<file path="config.mk">
export PLATFORM = sky130hd
export DESIGN_NAME = axis_pattern_gen_mc
export DESIGN_NICKNAME = d
export VERILOG_FILES = /design/src/rtl/axis_pattern_gen_mc.sv
export SDC_FILE = /design/constraint.sdc
export NUM_CORES = 1
export LEC_CHECK = 0
export BUFFER_PORTS_ARGS = -buffer_cell sky130_fd_sc_hd__buf_4
export CORE_MARGIN = 8
export CORE_UTILIZATION = 35
export DETAILED_ROUTE_END_ITERATION = 16
export PLACE_DENSITY = 0.65
export SETUP_SLACK_MARGIN = 0.15
export SLEW_MARGIN = 25
export SYNTH_ARGS = -nofsm -noshare
export SYNTH_HDL_FRONTEND = slang
export SYNTH_SLANG_ARGS = --single-unit
</file>
<file path="constraint.sdc">
create_clock -name ACLK -period 4.1 [get_ports ACLK]
set_clock_uncertainty 0.15 [all_clocks]
set_input_delay 0.615 -clock ACLK [delete_from_list [all_inputs] [get_ports ACLK]]
set_output_delay 0.615 -clock ACLK [all_outputs]
set_load 0.01 [all_outputs]
</file>
<file path="src/rtl/axis_pattern_gen_mc.sv">
// Multi-channel AXI4-Stream packet pattern generator: round-robin over enabled
// channels, programmable length/count/pattern, graceful stop and full backpressure.
module axis_pattern_gen_mc #(
  parameter int DATA_WIDTH = 32,
  parameter int NUM_CH     = 4,
  parameter int ID_WIDTH   = 8,
  parameter int DEST_WIDTH = 4,
  parameter int USER_WIDTH = 8,
  parameter int LEN_WIDTH  = 8
) (
  input  logic                    ACLK,
  input  logic                    ARESETN,
  input  logic                    ctrl_start,
  input  logic                    ctrl_stop,
  input  logic [1:0]              ctrl_mode,
  input  logic [NUM_CH-1:0]       ctrl_ch_en,
  input  logic [LEN_WIDTH-1:0]    ctrl_pkt_len,
  input  logic [15:0]             ctrl_pkt_count,
  input  logic [DATA_WIDTH-1:0]   ctrl_seed,
  output logic                    status_busy,
  output logic                    status_done,
  output logic [31:0]             status_pkts_sent,
  output logic                    M_AXIS_TVALID,
  input  logic                    M_AXIS_TREADY,
  output logic [DATA_WIDTH-1:0]   M_AXIS_TDATA,
  output logic [DATA_WIDTH/8-1:0] M_AXIS_TSTRB,
  output logic [DATA_WIDTH/8-1:0] M_AXIS_TKEEP,
  output logic                    M_AXIS_TLAST,
  output logic [ID_WIDTH-1:0]     M_AXIS_TID,
  output logic [DEST_WIDTH-1:0]   M_AXIS_TDEST,
  output logic [USER_WIDTH-1:0]   M_AXIS_TUSER
);

  localparam int CH_W = (NUM_CH > 1) ? $clog2(NUM_CH) : 1;

  typedef enum logic [1:0] {IDLE, SEND, FINISH} state_t;

  state_t                  state_q, state_d;
  logic [1:0]              mode_q;
  logic [LEN_WIDTH-1:0]    len_q, beat_q;
  logic [15:0]             count_q;
  logic [DATA_WIDTH-1:0]   seed_q;
  logic [NUM_CH-1:0]       chen_q;
  logic [CH_W-1:0]         ch_q;
  logic [USER_WIDTH-1:0]   seq_q;
  logic                    stop_pend;
  logic                    hs, last_hs, end_run, load;
  logic [31:0]             sent_inc;

  // Next enabled channel strictly above c, wrapping; c = NUM_CH-1 yields the lowest.
  function automatic logic [CH_W-1:0] next_ch(input logic [CH_W-1:0] c,
                                               input logic [NUM_CH-1:0] en);
    logic [CH_W-1:0]   r;
    logic [NUM_CH-1:0] sh;
    logic              found;
    int                idx;
    r = c;
    found = 1'b0;
    for (int i = 1; i <= NUM_CH; i++) begin
      idx = int'(c) + i;
      if (idx >= NUM_CH) idx = idx - NUM_CH;
      sh = en >> idx;
      if (!found && sh[0]) begin
        r = CH_W'(idx);
        found = 1'b1;
      end
    end
    return r;
  endfunction

  function automatic logic [DATA_WIDTH-1:0] pat(input logic [1:0] m,
                                                input logic [DATA_WIDTH-1:0] s,
                                                input logic [LEN_WIDTH-1:0] b);
    case (m)
      2'd1:    return DATA_WIDTH'(1) << (32'(b) % DATA_WIDTH);
      2'd2:    return s;
      default: return s + DATA_WIDTH'(b);
    endcase
  endfunction

  assign hs       = M_AXIS_TVALID & M_AXIS_TREADY;
  assign last_hs  = hs & M_AXIS_TLAST;
  assign sent_inc = (status_pkts_sent == '1) ? status_pkts_sent : status_pkts_sent + 32'd1;
  // A stop arriving on the closing handshake itself also ends the run.
  assign end_run  = last_hs && (((count_q != 16'd0) && (sent_inc == {16'd0, count_q}))
                                || stop_pend || ctrl_stop);
  assign load     = (state_q == SEND) && (!M_AXIS_TVALID || hs) && !end_run;

  always_comb begin
    state_d = state_q;
    case (state_q)
      IDLE:    if (ctrl_start) state_d = (|ctrl_ch_en) ? SEND : FINISH;
      SEND:    if (end_run) state_d = FINISH;
      FINISH:  state_d = IDLE;
      default: state_d = IDLE;
    endcase
  end

  always_ff @(posedge ACLK or negedge ARESETN) begin
    if (!ARESETN) state_q <= IDLE;
    else          state_q <= state_d;
  end

  always_ff @(posedge ACLK or negedge ARESETN) begin
    if (!ARESETN) begin
      mode_q           <= '0;
      len_q            <= '0;
      count_q          <= '0;
      seed_q           <= '0;
      chen_q           <= '0;
      ch_q             <= '0;
      beat_q           <= '0;
      seq_q            <= '0;
      stop_pend        <= 1'b0;
      status_busy      <= 1'b0;
      status_done      <= 1'b0;
      status_pkts_sent <= '0;
      M_AXIS_TVALID    <= 1'b0;
      M_AXIS_TDATA     <= '0;
      M_AXIS_TSTRB     <= '0;
      M_AXIS_TKEEP     <= '0;
      M_AXIS_TLAST     <= 1'b0;
      M_AXIS_TID       <= '0;
      M_AXIS_TDEST     <= '0;
      M_AXIS_TUSER     <= '0;
    end else begin
      status_busy <= (state_d != IDLE);
      status_done <= (state_d == FINISH);
      if (state_q == IDLE && ctrl_start) begin
        mode_q           <= ctrl_mode;
        len_q            <= ctrl_pkt_len;
        count_q          <= ctrl_pkt_count;
        seed_q           <= ctrl_seed;
        chen_q           <= ctrl_ch_en;
        ch_q             <= next_ch(CH_W'(NUM_CH - 1), ctrl_ch_en);
        beat_q           <= '0;
        seq_q            <= '0;
        stop_pend        <= 1'b0;
        status_pkts_sent <= '0;
      end
      if (state_q == SEND && ctrl_stop) stop_pend <= 1'b1;
      if (last_hs) status_pkts_sent <= sent_inc;
      // Beat counters always point at the next beat to present.
      if (load) begin
        M_AXIS_TVALID <= 1'b1;
        M_AXIS_TDATA  <= pat(mode_q, seed_q, beat_q);
        M_AXIS_TLAST  <= (beat_q == len_q);
        M_AXIS_TID    <= ID_WIDTH'(ch_q);
        M_AXIS_TDEST  <= DEST_WIDTH'(ch_q);
        M_AXIS_TUSER  <= seq_q;
        M_AXIS_TSTRB  <= '1;
        M_AXIS_TKEEP  <= '1;
        if (beat_q == len_q) begin
          beat_q <= '0;
          ch_q   <= next_ch(ch_q, chen_q);
          seq_q  <= seq_q + 1'b1;
        end else begin
          beat_q <= beat_q + 1'b1;
        end
      end else if (hs) begin
        M_AXIS_TVALID <= 1'b0;
        M_AXIS_TLAST  <= 1'b0;
        M_AXIS_TSTRB  <= '0;
        M_AXIS_TKEEP  <= '0;
      end
    end
  end

endmodule
</file>
Yosys cells after proc, flatten, opt, wreduce, memory -nomap -nowiden
Index checks and enable logic that the tools add are counted.
Storage, ports and cells
  register bits: 165
  latch bits: 0
  bits in writable memories: 0
  memory bits (read-only): 0
  output and inout bits: 96
  word-level logic and storage cells: 147
  memories: 0
Operators by class
  add/sub/neg operators: 12
  $mul: 0
  divide/modulo/power cells: 0
  magnitude comparators: 4
  eq/ne operators: 8
  shift operators: 9
  multiplexer cells: 62
  bitwise gates (word level): 2
  reductions and logical operators: 31
Operator list (count)
  $mux 32: 18
  $shr 4x32->1: 8
  $pmux 32 s2: 1
  $mux 8: 6
  $add 32x1->32 const B: 1
  $add 32x8->32: 1
  $eq 32x16->1: 1
  $eq 32x32->1 const B: 1
  $shl 1x5->32 const A: 1
  $mux 2: 14
  $mux 1: 20
  $add 8x1->8 const B: 2
  $reduce_bool 16->1: 1
  $logic_and 1x1->1: 12
  $sub 3x3->4 const B: 3
  $reduce_bool 2->1: 5
  $ge 3x3->1 const B: 3
  $eq 8x8->1: 1
  $logic_not 1->1: 8
  $mux 4: 2
  $add 2x2->3 const B: 2
  $ne 6x2->1 const B: 1
  $sub 4x3->5 const B: 1
  $add 2x3->4 const B: 1
  other kinds (9): 14

Depth between registers and ports, before layout
  depth after elaboration: 29
  gate-level depth with buffers: 14

Least setup slack after synthesis
Ideal clock, no wire load.
  path type: reg-to-reg
  start point: reg status_pkts_sent[0]
  end point: reg M_AXIS_TUSER[2]
  setup time: 0.127 ns
  data arrival time: 3.478 ns
  data required time: 3.823 ns
  path slack: 0.345 ns
  stages on the path, launching flop included: 14
  cells stage by stage: dfrtp_1 ha_1 nand3_1 nor4_1 o2111a_1 clkbuf_1 nand4_1 xor2_1 o2111ai_1 or4_4 buf_6 nand2_4 buf_6 mux2_1
On the way
  word-level cells in the longest chain between the ends: 9
  elaborated cells on any way between the ends: 10
Ends and longest elaborated chain
  from (decl): RTL line 22  | output logic [31:0] status_pkts_sent,
  from (signal assigned): RTL line 142  | if (last_hs) status_pkts_sent <= sent_inc;
  $add 32x1->32 or $eq 32x32->1 (tied branches): RTL line 83  | assign sent_inc = (status_pkts_sent == '1) ? status_pkts_sent : status_pkts_sent + 32'd1;
  $mux 32 (*): RTL line 83
  $eq 32x16->1 (*): RTL line 85  | assign end_run = last_hs && (((count_q != 16'd0) && (sent_inc == {16'd0, count_q}))
  $logic_and 1x1->1 (*): RTL line 85
  $logic_or 1x1->1 (*) (2 in a row): RTL line 86  | || stop_pend || ctrl_stop);
  $logic_and 1x1->1 (*): RTL line 85
  $logic_not 1->1 (*): RTL line 87  | assign load = (state_q == SEND) && (!M_AXIS_TVALID || hs) && !end_run;
  $logic_and 1x1->1 (*): RTL line 87
  to (signal assigned): RTL line 150  | M_AXIS_TUSER <= seq_q;
  to (decl): RTL line 31  | output logic [USER_WIDTH-1:0] M_AXIS_TUSER
Every way passes the cells marked *; elsewhere a longest branch is shown, timed or not.
A chain may end at the register's enable or synchronous reset.

Worst setup path in the final report
  start point: reg status_pkts_sent[6]
  end point: reg M_AXIS_TUSER[0]
Same word-level chain as after synthesis.

==> summary.txt <==
Synthesis
  – EDFF count, synth: 0
  – Ys Warns: 0
  – Synthesized area per cell: 8.76 um^2
  – Synth cell types: 68
  – Cells after Synth: 1,096
  – #FFs+latches synth: 161
  – Syn Std Cell Area: 9600 um^2
  – Main synth FF type: dfrtp_1
  – Sequential area share after synthesis: 0.420
  – Fraction of registers with async set/reset: 1.00

GRT
  – Largest net degree at the start of global routing: 72
  – Gr ovfl total: 0
  – Initial antenna violation count: 1
  – Total global-route track usage: 0.173
  – First-pass GRT wire length: 46,500 um
  – Vias in the first global route: 8,585

Worst setup path
  – Worst R2R Path Depth: 9
  – CP max stage cell: or4_4
  – CP top delay family: simple AND/OR/NAND/NOR gates
  – Worst endpoint data arrival time: 3940 ps
  – Crit path top cell by count: or4_4
  – Max incr delay on CP: 590 ps
  – Endpoint class of the critical path: flop
  – CP Depth: 9
  – CP Cell Sequence: nand4_1 > or3_4 > or4_4 > a32o_1 > a221oi_2 > o2111ai_2 > or4_4 > nand2_8 > mux2_2
  – Crit Path Category: reg2reg
  – CP max FO: 13
  – WP buf/inv: 0
  – CP startpoint kind: flop
  – Critical Path RT: 4270 ps

Power and ir drop
  – Comb power frac: 0.454
  – Total power: 0.00795 W
  – Flop pwr share: 0.344
  – Switching power total: 0.00335 W
  – Pwr/cell area: 674 nW/um^2
  – Int Power: 0.00460 W
  – Sw Share: 0.421
  – P_leak: 5.51 nW
  – Clk pwr share: 0.201
  – Maximum vdd drop: 0.286 mV

Routing
  – Total number of vias: 8,676
  – DR iter-0 viols: 787
  – Routed Antenna Nets: 0
  – DR WL/cell: 18.2 um
  – Drt drc: 0
  – Vias per cell: 5.45
  – First drt pass iteration count: 5
  – Post-Route WL: 29,000 um

Final layout
  – Synth-to-Final Area Change: 22.9%
  – Area of the multi-input gates: 5120 um^2
  – FILL cells: 2,663
  – Register Area: 4030 um^2
  – Commonest non-fill, non-tap cells in the layout: nand2_1 (251), buf_4 (195), dfrtp_1 (159)
  – Nets: 1,327
  – Cell Count, Final, Fillers Out: 1,591
  – Most common cell after layout, fill and taps aside: nand2_1
  – Share of layout cells above drive strength 1: 0.233

Timing
  – Final worst-path cycle share: 0.920
  – Fmax: 265 MHz
  – Final Slew Violations: 0
  – Relative slew margins: 0.500
  – Final setup viols: 0
  – Period minus WS final: 3770 ps
  – Measured slew at the worst slew-check pin: 745 ps
  – Sum Neg Setup Slack: 0 ps
  – Final Hold Viols: 0
  – RSZ-0062 raised after global routing: no

Floorplanning
  – Starting density of the core: 0.356
  – Die Wd: 182 um
  – Core Box Area: 27,000 um^2
  – DIE AREA: 33,000 um^2
  – Die H: 182 um
  – Row cnt: 60
  – Ports: 163

Clocking
  – Num CTS Buffers: 17
  – Root buf cell: clkbuf_16
  – Clk buf depth: 2
  – CTS tree: yes
  – Clock transition at the registers of the reported paths: 80 ps
  – Clock Latency Late Sink: 440 ps
  – Sink Count: 161
  – H-tree levels: 4
  – # hold bufs at CTS: 0

Outcome
  – Status: finished, final reports clean

Run
  – Max-cap violation count: 0

Worst hold path
  – Hold/Removal Path Class: in2async

Place
  – Placed insts: 1,550
  – Final Wtd Congestion: 0.912
  – Port bufs: 154
  – Dpl hpwl: 21,200 um
==> stage by stage <==
| stage | hold slack (ps) | instance area, um^2 | setup WS [ps] | utilization |
|---|---|---|---|---|
| detailed placement | 314 | 11100 | 185 | 0.412 |
| global route | 77.7 | 11800 | 159 | 0.438 |
| finish | 33.7 | 11800 | 330 | 0.438 |
| CTS | 51.6 | 11700 | 177 | 0.434 |
| global placement | 301 | 11100 | 281 | 0.412 |
| floorplan | 169 | 9620 | 345 | - |
==> worst paths after layout <==
kind | start | endpoint | slack, ps
max | status_pkts_sent[6]$_DFFE_PN0P_ | M_AXIS_TUSER[0]$_DFFE_PN0P_ | 330
min | ARESETN | M_AXIS_TDATA[25]$_DFFE_PN0P_ | 30
max reg2reg | status_pkts_sent[6]$_DFFE_PN0P_ | M_AXIS_TUSER[0]$_DFFE_PN0P_ | 330
min reg2reg | state_q[1]$_DFF_PN0_ | status_busy$_DFF_PN0_ | 330
max in group asynchronous | ARESETN | status_pkts_sent[28]$_DFFE_PN0P_ | 2940
min in group ACLK | ctrl_seed[11] | seed_q[11]$_DFFE_PN0P_ | 210
==> registers in the layout, indices dropped and copies added (netlist names), 2 cells and up <==
| name | cells |
|---|---|
| mode_q | 2 |
| status_pkts_sent | 32 |
| M_AXIS_TDATA | 32 |
| ch_q | 2 |
| beat_q | 8 |
| M_AXIS_TUSER | 8 |
| seed_q | 32 |
| len_q | 8 |
| M_AXIS_TID | 2 |
| count_q | 16 |
| state_q | 2 |
| seq_q | 8 |
| chen_q | 4 |
==> cells by family (layout without fill, tap and decap cells) <==
family | Yosys count | in the layout | synth area share
mux | 54 | 54 | 0.0615
buf+inv | 113 | 258 | 0.0541
compound gates | 213 | 213 | 0.146
fa+ha+maj | 24 | 24 | 0.0321
simple gates | 468 | 469 | 0.228
xor+xnor | 62 | 62 | 0.0580
flops | 161 | 161 | 0.420
other cells | 1 | 9 | 0.000391
==> Yosys cell counts, drive strengths merged, types with 3 or more instances <==
library cell / count / area, um^2
a21o: 3 / 22.5
o21ai: 57 / 285
a31o: 3 / 26.3
nor2b: 5 / 31.3
inv: 28 / 105
dfrtp: 161 / 4030
nand2b: 4 / 25.0
and2: 11 / 68.8
o22ai: 7 / 43.8
a22oi: 3 / 22.5
or2: 3 / 18.8
clkbuf: 50 / 189
nand2: 253 / 957
ha: 23 / 288
or3: 8 / 50.1
or4: 4 / 37.5
mux2i: 14 / 140
o31ai: 7 / 52.6
nand3: 31 / 155
and3: 17 / 106
a32oi: 3 / 26.3
a21oi: 56 / 280
xor2: 23 / 201
o2111ai: 3 / 32.5
buf: 35 / 225
o211ai: 4 / 35.0
o21a: 3 / 22.5
a22o: 7 / 61.3
o221ai: 3 / 26.3
nor3: 31 / 155
a211oi: 7 / 52.6
nor4: 17 / 136
mux2: 40 / 450
nor2: 46 / 173
a31oi: 6 / 37.5
a221oi: 29 / 260
and4: 5 / 43.8
nand4: 24 / 156
xnor2: 38 / 333
==> area by class of cell <==
| class | instances | area share |
|---|---|---|
| clock buffer | 17 | 0.0361 |
| timing repair buffer | 198 | 0.128 |
| tap | 341 | 0.0362 |
| inverter | 28 | 0.00891 |
| sequential | 161 | 0.342 |
| multi-input combinational | 830 | 0.434 |
| antenna | 1 | 0.000212 |
| clock inverter | 15 | 0.0139 |
==> per-layer routing <==
layer  wire length [um]  part of all wire  track usage
met2              13800              0.48        0.283
met4                597             0.021       0.0525
met3               1750             0.061       0.0361
met5                  0                 0            0
met1              12800              0.44        0.225
==> timing repair <==
action,CTS,global route
resized for setup,0,10
buffers inserted,0,7
endpoints found under the setup margin,0,62
==> power by group through the flow <==
stage	Combinational, W	Clock, W	Sequential (W)
after global routing	0.00402	0.00170	0.00281
after global placement	0.00346	0	0.00274
after floorplan	0.00245	0	0.00265
after detailed placement	0.00356	0	0.00276
after CTS	0.00358	0.00163	0.00274
final	0.00361	0.00160	0.00274
No activity file was read; power rests on OpenSTA's default activity.
